**src/rtl/input_block_loader_pkg.sv**
```systemverilog
// Shared types and helpers for the SRAM-to-systolic-array block loader.
package input_loader_pkg;

    typedef enum logic [0:0] {
        IDLE = 1'b0,
        FILL = 1'b1
    } ld_state_e;

    localparam int SLOTS = 2;

    // Select width for an n-way choice; a single choice still needs one bit.
    function automatic int sel_width(input int n);
        if (n > 1) begin
            sel_width = $clog2(n);
        end else begin
            sel_width = 1;
        end
    endfunction

    // Position of the chosen segment counted from the LS end; index 0 names the MS segment.
    function automatic int seg_index(input int sel, input int nseg);
        if (sel < nseg) begin
            seg_index = nseg - 1 - sel;
        end else begin
            seg_index = 0;
        end
    endfunction

endpackage

```
**src/rtl/input_block_loader_if.sv**
```systemverilog
// Handshake bundle between the SRAM read port, the loader and the MAC array feeder.
interface input_block_loader_if #(
    parameter int SRAM_W = 64,
    parameter int SEG_W  = 32,
    parameter int ROWS   = 4,
    parameter int TAG_W  = 4
);
    import input_loader_pkg::*;

    localparam int SEL_W = sel_width(SRAM_W / SEG_W);

    logic                    start;
    logic [SEL_W-1:0]        seg_sel;
    logic [TAG_W-1:0]        tag_in;
    logic                    sram_valid;
    logic [SRAM_W-1:0]       sram_data;
    logic                    load_ready;
    logic                    blk_valid;
    logic                    blk_ready;
    logic [ROWS*SEG_W-1:0]   blk_data;
    logic [TAG_W-1:0]        blk_tag;
    logic                    busy;

    modport master (
        output start, seg_sel, tag_in, sram_valid, sram_data, blk_ready,
        input  load_ready, blk_valid, blk_data, blk_tag, busy
    );

    modport slave (
        input  start, seg_sel, tag_in, sram_valid, sram_data, blk_ready,
        output load_ready, blk_valid, blk_data, blk_tag, busy
    );

endinterface

```
**src/rtl/input_block_loader_pingpong_block_buf.sv**
```systemverilog
// Two-slot block store: rows are written into the fill slot, committed blocks are read in order.
module pingpong_block_buf
    import input_loader_pkg::*;
#(
    parameter int SEG_W = 32,
    parameter int ROWS  = 4,
    parameter int TAG_W = 4,
    parameter int ROW_W = 2
) (
    input  logic                  clk,
    input  logic                  rst_n,
    input  logic                  row_wr,
    input  logic [ROW_W-1:0]      row_idx,
    input  logic [SEG_W-1:0]      row_data,
    input  logic                  commit,
    input  logic [TAG_W-1:0]      commit_tag,
    input  logic                  pop_req,
    output logic                  full,
    output logic                  valid,
    output logic [ROWS*SEG_W-1:0] rd_data,
    output logic [TAG_W-1:0]      rd_tag
);

    logic [ROWS*SEG_W-1:0] slot_r [SLOTS];
    logic [TAG_W-1:0]      tag_r  [SLOTS];
    logic                  wr_ptr_r;
    logic                  rd_ptr_r;
    logic [1:0]            occ_r;
    logic                  pop_s;
    logic                  push_s;

    // Pops are qualified by occupancy so a ready with nothing stored is ignored.
    always_comb begin
        pop_s  = 1'b0;
        push_s = 1'b0;
        if (occ_r != 2'd0) begin
            pop_s = pop_req;
        end else begin
            pop_s = 1'b0;
        end
        if (occ_r != 2'd2) begin
            push_s = commit;
        end else begin
            push_s = 1'b0;
        end
    end

    // Slot storage: row 0 lands in the MS segment of the block.
    always_ff @(posedge clk or negedge rst_n) begin
        if (!rst_n) begin
            for (int i = 0; i < SLOTS; i++) begin
                slot_r[i] <= '0;
                tag_r[i]  <= '0;
            end
        end else begin
            if (row_wr) begin
                slot_r[wr_ptr_r][(ROWS - 1 - int'(row_idx)) * SEG_W +: SEG_W] <= row_data;
            end
            if (push_s) begin
                tag_r[wr_ptr_r] <= commit_tag;
            end
        end
    end

    // Pointer and occupancy bookkeeping; a simultaneous commit and pop leaves occ unchanged.
    always_ff @(posedge clk or negedge rst_n) begin
        if (!rst_n) begin
            wr_ptr_r <= 1'b0;
            rd_ptr_r <= 1'b0;
            occ_r    <= 2'd0;
        end else begin
            if (push_s) begin
                wr_ptr_r <= ~wr_ptr_r;
            end
            if (pop_s) begin
                rd_ptr_r <= ~rd_ptr_r;
            end
            case ({push_s, pop_s})
                2'b10:   occ_r <= occ_r + 2'd1;
                2'b01:   occ_r <= occ_r - 2'd1;
                default: occ_r <= occ_r;
            endcase
        end
    end

    assign full    = (occ_r == 2'd2);
    assign valid   = (occ_r != 2'd0);
    assign rd_data = slot_r[rd_ptr_r];
    assign rd_tag  = tag_r[rd_ptr_r];

endmodule

```
**src/rtl/input_block_loader.sv**
```systemverilog
// Slices one segment from each accepted SRAM word and packs ROWS of them into a block.
module input_block_loader
    import input_loader_pkg::*;
#(
    parameter int SRAM_W = 64,
    parameter int SEG_W  = 32,
    parameter int ROWS   = 4,
    parameter int TAG_W  = 4
) (
    input  logic                 CLK,
    input  logic                 RSTN,
    input_block_loader_if.slave  bus
);

    localparam int NSEG  = SRAM_W / SEG_W;
    localparam int SEL_W = sel_width(NSEG);
    localparam int ROW_W = sel_width(ROWS);

    ld_state_e         state_r;
    logic              busy_r;
    logic [ROW_W-1:0]  row_cnt_r;
    logic [SEL_W-1:0]  sel_r;
    logic [TAG_W-1:0]  tag_r;

    logic              full_s;
    logic              load_ready_s;
    logic              accept_s;
    logic              commit_s;
    logic [SEG_W-1:0]  seg_s;

    // Accept/commit qualification and segment extraction from the current SRAM word.
    always_comb begin
        load_ready_s = 1'b0;
        accept_s     = 1'b0;
        commit_s     = 1'b0;
        seg_s        = SEG_W'(bus.sram_data >> (SEG_W * seg_index(int'(sel_r), NSEG)));
        if (state_r == FILL) begin
            load_ready_s = ~full_s;
        end else begin
            load_ready_s = 1'b0;
        end
        accept_s = load_ready_s & bus.sram_valid;
        if (row_cnt_r == ROW_W'(ROWS - 1)) begin
            commit_s = accept_s;
        end else begin
            commit_s = 1'b0;
        end
    end

    // Control FSM; a start always wins and restarts the fill, after any commit on the same edge.
    always_ff @(posedge CLK or negedge RSTN) begin
        if (!RSTN) begin
            state_r   <= IDLE;
            busy_r    <= 1'b0;
            row_cnt_r <= '0;
            sel_r     <= '0;
            tag_r     <= '0;
        end else begin
            case (state_r)
                IDLE: begin
                    if (bus.start) begin
                        state_r   <= FILL;
                        busy_r    <= 1'b1;
                        row_cnt_r <= '0;
                        sel_r     <= bus.seg_sel;
                        tag_r     <= bus.tag_in;
                    end else begin
                        state_r <= IDLE;
                        busy_r  <= 1'b0;
                    end
                end
                FILL: begin
                    if (bus.start) begin
                        state_r   <= FILL;
                        busy_r    <= 1'b1;
                        row_cnt_r <= '0;
                        sel_r     <= bus.seg_sel;
                        tag_r     <= bus.tag_in;
                    end else if (commit_s) begin
                        state_r   <= IDLE;
                        busy_r    <= 1'b0;
                        row_cnt_r <= '0;
                    end else if (accept_s) begin
                        row_cnt_r <= row_cnt_r + ROW_W'(1);
                    end else begin
                        state_r <= FILL;
                        busy_r  <= 1'b1;
                    end
                end
                default: begin
                    state_r   <= IDLE;
                    busy_r    <= 1'b0;
                    row_cnt_r <= '0;
                end
            endcase
        end
    end

    pingpong_block_buf #(
        .SEG_W (SEG_W),
        .ROWS  (ROWS),
        .TAG_W (TAG_W),
        .ROW_W (ROW_W)
    ) u_buf (
        .clk        (CLK),
        .rst_n      (RSTN),
        .row_wr     (accept_s),
        .row_idx    (row_cnt_r),
        .row_data   (seg_s),
        .commit     (commit_s),
        .commit_tag (tag_r),
        .pop_req    (bus.blk_ready),
        .full       (full_s),
        .valid      (bus.blk_valid),
        .rd_data    (bus.blk_data),
        .rd_tag     (bus.blk_tag)
    );

    assign bus.load_ready = load_ready_s;
    assign bus.busy       = busy_r;

endmodule

```
**src/flat_wrapper.sv**
```systemverilog
// flat-port wrapper written by rule: the top's interface ports become plain ports
module input_block_loader_flat import input_loader_pkg::*;
#(
    parameter int SRAM_W = 64,
    parameter int SEG_W  = 32,
    parameter int ROWS   = 4,
    parameter int TAG_W  = 4
)
  (CLK, RSTN, bus_start, bus_seg_sel, bus_tag_in, bus_sram_valid, bus_sram_data, bus_blk_ready, bus_load_ready, bus_blk_valid, bus_blk_data, bus_blk_tag, bus_busy);
  input_block_loader_if #(.SRAM_W(SRAM_W), .SEG_W(SEG_W), .ROWS(ROWS), .TAG_W(TAG_W)) bus_i ();
  input  logic CLK;
  input  logic RSTN;
  input wire logic [$bits(bus_i.start)-1:0] bus_start;
  input wire logic [$bits(bus_i.seg_sel)-1:0] bus_seg_sel;
  input wire logic [$bits(bus_i.tag_in)-1:0] bus_tag_in;
  input wire logic [$bits(bus_i.sram_valid)-1:0] bus_sram_valid;
  input wire logic [$bits(bus_i.sram_data)-1:0] bus_sram_data;
  input wire logic [$bits(bus_i.blk_ready)-1:0] bus_blk_ready;
  output wire logic [$bits(bus_i.load_ready)-1:0] bus_load_ready;
  output wire logic [$bits(bus_i.blk_valid)-1:0] bus_blk_valid;
  output wire logic [$bits(bus_i.blk_data)-1:0] bus_blk_data;
  output wire logic [$bits(bus_i.blk_tag)-1:0] bus_blk_tag;
  output wire logic [$bits(bus_i.busy)-1:0] bus_busy;
  assign bus_i.start = bus_start;
  assign bus_i.seg_sel = bus_seg_sel;
  assign bus_i.tag_in = bus_tag_in;
  assign bus_i.sram_valid = bus_sram_valid;
  assign bus_i.sram_data = bus_sram_data;
  assign bus_i.blk_ready = bus_blk_ready;
  assign bus_load_ready = bus_i.load_ready;
  assign bus_blk_valid = bus_i.blk_valid;
  assign bus_blk_data = bus_i.blk_data;
  assign bus_blk_tag = bus_i.blk_tag;
  assign bus_busy = bus_i.busy;
  input_block_loader #(.SRAM_W(SRAM_W), .SEG_W(SEG_W), .ROWS(ROWS), .TAG_W(TAG_W)) u_core (.CLK(CLK), .RSTN(RSTN), .bus(bus_i));
endmodule
```
**config.mk**
```make
export PLATFORM = sky130hd
export DESIGN_NAME = input_block_loader_flat
export DESIGN_NICKNAME = d
export VERILOG_FILES = /design/src/rtl/input_block_loader_pkg.sv /design/src/rtl/input_block_loader_if.sv /design/src/rtl/input_block_loader_pingpong_block_buf.sv /design/src/rtl/input_block_loader.sv /design/src/flat_wrapper.sv
export SDC_FILE = /design/constraint.sdc
export NUM_CORES = 1
export LEC_CHECK = 0
export ABC_AREA = 1
export CELL_PAD_IN_SITES_DETAIL_PLACEMENT = 0
export CELL_PAD_IN_SITES_GLOBAL_PLACEMENT = 1
export CORE_MARGIN = 3
export CORE_UTILIZATION = 43
export CTS_BUF_LIST = sky130_fd_sc_hd__clkbuf_16
export DETAILED_ROUTE_END_ITERATION = 10
export PLACE_DENSITY_LB_ADDON = 0.1
export SLEW_MARGIN = 10
export SYNTH_ARGS = -nofsm -noshare
export SYNTH_HDL_FRONTEND = slang
export SYNTH_SLANG_ARGS = --single-unit
```
**constraint.sdc**
```tcl
create_clock -name CLK -period 4.05 [get_ports CLK]
set_clock_uncertainty 0.1 [all_clocks]
set_input_delay 0.81 -clock CLK [delete_from_list [all_inputs] [get_ports CLK]]
set_output_delay 0.81 -clock CLK [all_outputs]
set_load 0.01 [all_outputs]
```
Yosys cells after proc, flatten, opt, wreduce, memory -nomap -nowiden
Index checks and enable logic that the tools add are counted.
{"block": "word_totals", "elab_cells": 75, "input_bits": 74, "ff_bits": 277}
{"block": "op_classes", "eq_ne": 8, "n_bitwise": 7, "n_addsub": 6, "reduce_logical": 4, "order_cmp": 3, "n_mux": 32, "shifts": 3}
{"cell": "$mux 128", "n": 4}
{"cell": "$bwmux 256", "n": 1}
{"cell": "$demux 128 s1", "n": 1}
{"cell": "$shift 32x33->128 const A", "n": 1}
{"cell": "$shiftx 32x33->128", "n": 1}
{"cell": "$shr 64x32->32", "n": 1}
{"cell": "$neg 8->33", "n": 1}
{"cell": "$mux 4", "n": 5}
{"cell": "$mux 1", "n": 11}
{"cell": "$bwmux 8", "n": 1}
{"cell": "$mux 2", "n": 4}
{"cell": "$ne 4x4->1 const B", "n": 2}
{"cell": "$pmux 2 s2", "n": 2}
{"cell": "$eq 2x2->1 const B", "n": 3}
{"cell": "$add 2x1->2 const B", "n": 2}
{"cell": "$demux 4 s1", "n": 1}
{"cell": "$ge 2x2->1 const B", "n": 2}
{"cell": "$ne 2x2->1 const B", "n": 2}
{"cell": "$not 1->1", "n": 4}
{"cell": "$not 1->2", "n": 2}
{"cell": "$pmux 1 s2", "n": 2}
{"cell": "$reduce_bool 2->1", "n": 2}
{"cell": "$sub 2x2->3 const A", "n": 1}
{"cell": "$eq 2x1->1 const B", "n": 1}
{"cell": "other kinds (6)", "n": 6}

Longest topological paths before layout
Gate-level depths: netlist of run 1.
{"block": "logic_depth", "depth_word": 8, "ltp_mapped": 10, "mapped_depth_nobuf": 8}

By module
A second synthesis of run 1 with hierarchy kept.
{"block": "hier_totals", "hier_cells": 1958, "area_unflattened_um2": 13934.6}
{"module": "pingpong_block_buf", "cells_per_inst": 1806, "instances": 1, "area_per_inst_um2": 13108.8}
{"module": "input_block_loader", "cells_per_inst": 152, "instances": 1, "area_per_inst_um2": 825.8}

Worst setup path after synthesis of run 1
Ideal clock, no wire load.
{"block": "synth_path", "path_kind": "reg-to-output", "startpoint": "register u_core.u_buf.rd_ptr_r", "endpoint": "output port bus_blk_data[94]", "arrival_time_ps": 1272, "slack_ps": 1868, "stages_incl_launch_ff": 6, "n_path_buf": 3, "cell_sequence": "dfrtp_1 > clkbuf_1 > clkbuf_1 > clkbuf_1 > nand2_1 > o21ai_0"}
{"block": "synth_between", "elab_chain_len": 4}
{"item": "from (decl)", "line": "input_block_loader_pingpong_block_buf.sv:27", "text": "logic rd_ptr_r;"}
{"item": "from (signal assigned)", "line": "input_block_loader_pingpong_block_buf.sv:76", "text": "rd_ptr_r <= ~rd_ptr_r;"}
{"item": "$not 1->2 (implied by the code)", "line": "input_block_loader_pingpong_block_buf.sv:88", "text": "assign rd_data = slot_r[rd_ptr_r];"}
{"item": "$mux 128 (implied by the code) (3 in a row)", "line": "input_block_loader_pingpong_block_buf.sv:88"}
{"item": "to (decl)", "line": "flat_wrapper.sv:21", "text": "output wire logic [$bits(bus_i.blk_data)-1:0] bus_blk_data;"}
Every way passes these cells. The select of a mux whose other input is x is not followed.

Final worst setup path of run 1
{"block": "layout_path", "startpoint": "register u_core.u_buf.rd_ptr_r", "endpoint": "output port bus_blk_data[1]"}
Same word-level chain as after synthesis.

==> impl_metrics.json, run 1 <==
{
  "grt-busiest-layer": "met2",
  "setup_viol_count_final": 0,
  "postCtsHoldBufs": 0,
  "syn_nets": 1818,
  "utilization_pct": 54.7,
  "cp.required_ns": 3.14,
  "finalHoldViolCount": 0,
  "rsz0062_at_grt": "false",
  "async_flop_share_pct": 100,
  "post_cts_buffers": 0,
  "antenna_cells": 0,
  "placed_cell_area_um2": 15600,
  "path_clk_slew_ns": 0.06,
  "postRouteAntennaNets": 0,
  "finalSetupTns_ns": 0,
  "ys_top_cells_by_count": "nand2_1 (772), dfrtp_1 (277), o21ai_0 (206)",
  "nNetsFinal": 1961,
  "worst_pin_slew_ns": 0.878,
  "p_total_mw": 10.8,
  "final_area_um2": 16500,
  "fp.dieH_um": 182,
  "core_um2": 30200,
  "firstDrtPassIters": 5,
  "multiInputGateArea_um2": 5540,
  "initial_core_util_pct": 44.4,
  "wl_per_cell_um": 17.9,
  "drt-initial-drc-count": 1008,
  "rows": 63,
  "vias_per_cell": 5.22,
  "die-width_um": 182,
  "arrival_ns": 2.61,
  "syn_area_um2": 13400,
  "cts-root-buf": "clkbuf_16",
  "synthFlopType": "dfrtp_1",
  "antenna_found_initial": 1,
  "timing.hold.ws_ns": 0.170,
  "cts_tree": "yes",
  "avgSynthCellArea_um2": 7.70,
  "power_frac_comb_pct": 40.0,
  "ios": 209,
  "die-area_um2": 33300,
  "regArea_um2": 6940,
  "drcViolationCount": 0,
  "yosysTopAreaCell": "dfrtp_1",
  "status": "complete, no violations",
  "cts_resized": 0,
  "cts.sinks": 277,
  "ys_seq_area_share_pct": 51.8,
  "relSlewSlack_pct": 41.4,
  "p_sw_share_pct": 37.6,
  "fmax_ghz": 0.284,
  "grt_pass1_vias": 11428,
  "yosysWarnings": 0,
  "hpwl_um": 26700,
  "ys_ff_latch": 277,
  "port_buffers": 208,
  "htree_levels": 1,
  "seq_power_share_pct": 36.9,
  "cp_max_fo": 59,
  "use_met1_pct": 35.1,
  "period_minus_slack_ns": 3.52,
  "start_kind": "flip-flop",
  "synthDistinctLibCells": 23,
  "routed_wl_um": 41000,
  "min_period_over_period_pct": 86.8,
  "grt_max_degree": 98,
  "worst_ir_drop_vdd_mv": 0.312,
  "nFillCells": 2934,
  "met2_usage_pct": 38.3,
  "maxCapViolations": 0,
  "pwr-share-clk_pct": 23.0,
  "p_leak_nw": 7.89,
  "clockBufferDepth": 3,
  "routabilityCongestion": 0.820,
  "power-per-cell-area_nw_per_um2": 652,
  "cts_inserted_buffers": 31,
  "worstSetupPathType": "flip-flop to output pin",
  "power.switching_mw": 4.05,
  "clk_latency_ns": 0.55,
  "vias": 11970,
  "drive_gt1_share_pct": 4.89,
  "grt_pass1_wl_um": 64700,
  "drv_slew": 0,
  "yosysMostFrequentCell": "nand2_1",
  "grt_overflow": 0,
  "synth_edf_count": 0,
  "worstHoldPathType": "primary input to asynchronous set/reset pin",
  "use_met3_pct": 4.48,
  "yosysTopAreaCellShare_pct": 51.8,
  "cp-end-kind": "output pin",
  "area_growth_pct": 23.3,
  "internal_power_mw": 6.72,
  "netlist_top_cells_area": "dfrtp_1 (52%), nand2_1 (22%), o21ai_0 (7.7%)",
  "synthCells": 1738,
  "track_usage_pct": 24.4
}
per-stage QoR:
| stage | setup slack (ns) | std cells |
|---|---|---|
| 3_3_place_gp | 0.970 | 2238 |
| 3_5_place_dp | 0.907 | 2238 |
| 4_1_cts | 0.530 | 2291 |
| 2_1_floorplan | 1.87 | 1738 |
| 5_1_grt | 0.439 | 2291 |
| 6_report | 0.534 | 2291 |
layout by cell type (no fill, tap or decap), types with 3 or more instances in the layout:
| master | count |
|---|---|
| nand2_1 | 772 |
| dfrtp_1 | 276 |
| clkdlybuf4s50_1 | 207 |
| o21ai_0 | 206 |
| o21ai_1 | 107 |
| inv_1 | 84 |
| nand4_1 | 66 |
| nor2_1 | 39 |
| a21oi_1 | 33 |
| clkbuf_16 | 31 |
| buf_4 | 19 |
| o21ai_2 | 10 |
| clkinv_2 | 8 |
| buf_12 | 7 |
| ha_1 | 6 |
| nand3_4 | 5 |
| clkinv_1 | 5 |
| inv_2 | 4 |
| nand3_1 | 3 |
path summary, 6_finish.rpt:
path / slack (ns) / startpoint / depth (start not counted) / endpoint
hold / removal: 0.17 / RSTN / 1 / u_core.u_buf.slot_r[231]$_DFFE_PN0P_
setup reg to reg: 1.33 / u_core.row_cnt_r[0]$_DFFE_PN0P_ / 7 / u_core.u_buf.slot_r[34]$_DFFE_PN0P_
max in group asynchronous: 2.63 / RSTN / 2 / u_core.u_buf.slot_r[152]$_DFFE_PN0P_
hold reg to reg: 0.37 / u_core.u_buf.tag_r[1]$_DFFE_PN0P_ / 2 / u_core.u_buf.tag_r[1]$_DFFE_PN0P_
min in group CLK: 0.37 / u_core.u_buf.tag_r[1]$_DFFE_PN0P_ / 2 / u_core.u_buf.tag_r[1]$_DFFE_PN0P_
setup / recovery: 0.53 / u_core.u_buf.rd_ptr_r$_DFFE_PN0P_ / 4 / bus_blk_data[1]
critical path, stage by stage (launching register included):
cell and delay, ns:
dfrtp_4 0.81, buf_12 0.33, nand2_1 0.08, o21ai_0 0.16
clkdlybuf4s50_1 0.61
per-layer routing:
metal	vias to the layer above	share of wire, %
li1	5876	-
met1	5688	45
met2	344	46
met3	60	6.2
met4	2	2.6
met5	-	0.032
cells by family (layout without fill, tap and decap cells):
kind of cell	after synthesis	count (layout)	share of synthesized area [%]
adders and majority gates	6	6	0.561
and+or+nand+nor	890	890	26.9
buffers and inverters	205	368	6.89
AOI/OAI and AO/OA	357	357	13.7
DFF	277	277	51.8
xor gates and xnor gates	3	3	0.196
power groups by stage:
| stage | logic [mW] | registers [mW] | clock network [mW] |
|---|---|---|---|
| after floorplan | 2.41 | 3.84 | 0 |
| after global placement | 4.31 | 3.99 | 0 |
| after detailed placement | 4.34 | 4.02 | 0 |
| after CTS | 4.37 | 3.98 | 2.52 |
| after global routing | 4.75 | 4.07 | 2.64 |
| final | 4.31 | 3.98 | 2.48 |
area by class of cell:
class,count,share of cell area [%]
timing repair buffer,234,14.3
clock buffer,31,4.70
clock inverter,22,0.614
inverter,81,1.84
tap,390,2.95
multi-input combinational,1256,33.6
sequential,277,42.0
state kept, by name, summed over array words and instances (netlist names):
register / flops
u_core.row_cnt_r: 2
u_core.u_buf.occ_r: 2
u_core.u_buf.slot_r: 256
u_core.sel_r: 1
u_core.u_buf.tag_r: 8
u_core.tag_r: 4
u_core.u_buf.wr_ptr_r: 1
u_core.u_buf.rd_ptr_r: 1
u_core.bus.busy: 1
u_core.state_r: 1
Power figures use the tool's default switching activity.
==> run 2, diff against run 1 <==
--- a/config.mk
+++ b/config.mk
@@ -8,7 +8,7 @@
 export ABC_AREA = 1
 export CELL_PAD_IN_SITES_DETAIL_PLACEMENT = 0
 export CELL_PAD_IN_SITES_GLOBAL_PLACEMENT = 1
-export CORE_MARGIN = 3
+export CORE_MARGIN = 2
 export CORE_UTILIZATION = 43
 export CTS_BUF_LIST = sky130_fd_sc_hd__clkbuf_16
 export DETAILED_ROUTE_END_ITERATION = 10
==> run 2 against run 1 <==
  * Clock-buffer cell count is the same
  * Via count grew 0.97%
  * Sequential share of layout area shrank 0.21 points
  * Cell area grew 0.51%
  * Final cell count grew 0.70%
  * Global-route usage grew 0.83 points
  * Non-clock buffer count grew 4
  * Wire length grew 0.85%
  * Sequential power is essentially flat
  * First-iteration DRC count shrank 1.6%
  * Utilization shrank 0.44 points
==> impl_metrics.json, run 2 (same netlist as run 1, synthesis figures left out) <==
{
  "status": "complete, no violations",
  "mostFrequentLayoutCell": "nand2_1",
  "routabilityCongestion": 0.810,
  "worstHoldPathType": "primary input to asynchronous set/reset pin",
  "power.switching_mw": 4.10,
  "track_usage_pct": 25.2,
  "cts_resized": 0,
  "routed_wl_um": 41400,
  "area_growth_pct": 24.0,
  "min_period_over_period_pct": 92.5,
  "seq_power_share_pct": 36.1,
  "rows": 64,
  "nFillCells": 2960,
  "wl_per_cell_um": 17.9,
  "path_clk_slew_ns": 0.06,
  "top_regs": "u_core.u_buf.slot_r: 256 flops, u_core.u_buf.tag_r: 8 flops, u_core.tag_r: 4 flops",
  "drcViolationCount": 0,
  "reg2reg_slack_ns": 1.34,
  "nNetsFinal": 1965,
  "period_minus_slack_ns": 3.75,
  "cp.required_ns": 3.14,
  "postCtsHoldBufs": 0,
  "cp_common_cell": "nand2_1",
  "clockBufferDepth": 3,
  "htree_levels": 1,
  "rr_endpoint": "u_core.u_buf.slot_r[52]$_DFFE_PN0P_",
  "finalNonFillerCells": 2307,
  "postRouteAntennaNets": 0,
  "setup_viol_count_final": 0,
  "cp-end-kind": "output pin",
  "internal_power_mw": 6.89,
  "hpwl_um": 27500,
  "crit_start": "u_core.u_buf.rd_ptr_r$_DFFE_PN0P_",
  "critical_path_buf_inv_count": 3,
  "cts-root-buf": "clkbuf_16",
  "antenna_found_initial": 1,
  "r2r_start": "u_core.row_cnt_r[0]$_DFFE_PN0P_",
  "p_total_mw": 11.0,
  "p_sw_share_pct": 37.3,
  "firstDrtPassIters": 5,
  "finalHoldViolCount": 0,
  "pwr-share-clk_pct": 24.8,
  "layout_common_cells": "nand2_1 (772), dfrtp_1 (276), clkdlybuf4s50_1 (207)",
  "finalSetupTns_ns": 0,
  "grt_overflow": 0,
  "rsz0062_at_grt": "false",
  "path_cells": "inv_2 -> buf_4 -> nand2_1 -> nand2_1 -> clkdlybuf4s50_1",
  "post_cts_buffers": 0,
  "cts_inserted_buffers": 31,
  "dp_cells": 2248,
  "grt_pass1_wl_um": 65400,
  "drt-initial-drc-count": 992,
  "vias": 12086,
  "finalWorstSetupSlack_ns": 0.303,
  "core_um2": 30600,
  "place_ws_ns": 0.878,
  "placed_cell_area_um2": 15600,
  "initial_core_util_pct": 43.8,
  "arrival_ns": 2.84,
  "die-width_um": 180,
  "cp_top_family": "buffers and inverters",
  "relSlewSlack_pct": 23.0,
  "drive_gt1_share_pct": 5.18,
  "ios": 209,
  "fp.dieH_um": 180,
  "power_frac_comb_pct": 39.1,
  "cts_tree": "yes",
  "worstSetupPathType": "flip-flop to output pin",
  "cpPeakStageDelay_ns": 0.67,
  "power-per-cell-area_nw_per_um2": 662,
  "maxCapViolations": 0,
  "final_area_um2": 16600,
  "largest_reg_flops": 256,
  "regMostFlops": "u_core.u_buf.slot_r",
  "cts.sinks": 277,
  "fmax_ghz": 0.267,
  "drv_slew": 0,
  "reg2regPathDepth": 8,
  "p_leak_nw": 7.94,
  "vias_per_cell": 5.24,
  "port_buffers": 208,
  "clk_latency_ns": 0.56,
  "crit_slowest_cell": "dfrtp_4",
  "start_kind": "flip-flop",
  "worst_pin_slew_ns": 1.15,
  "cp_max_fo": 44,
  "die-area_um2": 32600,
  "grt_max_degree": 120,
  "worst_ir_drop_vdd_mv": 0.333,
  "grt_pass1_vias": 11490
}
-- run 2: cell types whose count changed in the layout (fill, tap and decap cells not counted) --
cell and change:
bufinv_16 +3, clkinv_1 +4, inv_1 -1, buf_4 +8, clkinvlp_4 -1, buf_12 -4, diode_2 +1
-- run 2: worst max-delay path by stage --
stage                     slack (ns)                                    to  cells after the start
after floorplan                 1.87                      bus_blk_data[94]                      5
after global placement          0.91                      bus_blk_data[39]                      5
after detailed placement        0.88  u_core.u_buf.slot_r[143]$_DFFE_PN0P_                      5
after CTS                       0.29                     bus_blk_data[111]                      5
after global routing            0.17                     bus_blk_data[111]                      5
final                           0.30                     bus_blk_data[111]                      5
-- run 2: per-stage QoR --
step / hold WS, ns / util, %
3_5_place_dp: 0.359 / 51.1
5_1_grt: 0.334 / 54.3
4_1_cts: 0.277 / 54.3
2_1_floorplan: 0.342 / -
3_3_place_gp: 0.355 / 51.1
6_report: 0.222 / 54.3
-- run 2: final cells by class --
cell class / instances / area, um2 / area share (%)
sequential: 277 / 6940 / 41.8
multi-input combinational: 1256 / 5540 / 33.4
timing repair buffer: 238 / 2350 / 14.2
clock buffer: 31 / 776 / 4.67
tap: 396 / 495 / 2.98
inverter: 81 / 304 / 1.83
clock inverter: 27 / 195 / 1.18
antenna: 1 / 2.50 / 0.0151
-- run 2: power groups by stage --
stage / combinational (mW) / sequential (mW) / clock, mW
3_5_place_dp: 4.31 / 4.01 / 0
6_report: 4.30 / 3.97 / 2.72
5_1_grt: 4.74 / 4.06 / 2.87
2_1_floorplan: 2.41 / 3.84 / 0
4_1_cts: 4.34 / 3.97 / 2.76
3_3_place_gp: 4.28 / 3.99 / 0
-- run 2: worst register-to-register path, stage by stage (launching register included) --
cell     delay, ns
dfrtp_1       0.46
inv_2         0.09
buf_4         0.59
ha_1          0.29
nand2_1       0.06
inv_1         0.10
nand3_4       0.54
nand2_1       0.27
o21ai_1       0.09
-- run 2: metal layers --
layer	track usage [%]	up-vias	share of wire, %
li1	-	5879	-
met1	36.5	5696	45
met2	38.7	435	44
met3	4.12	76	6.9
met4	8.13	0	3.3
met5	0	-	0
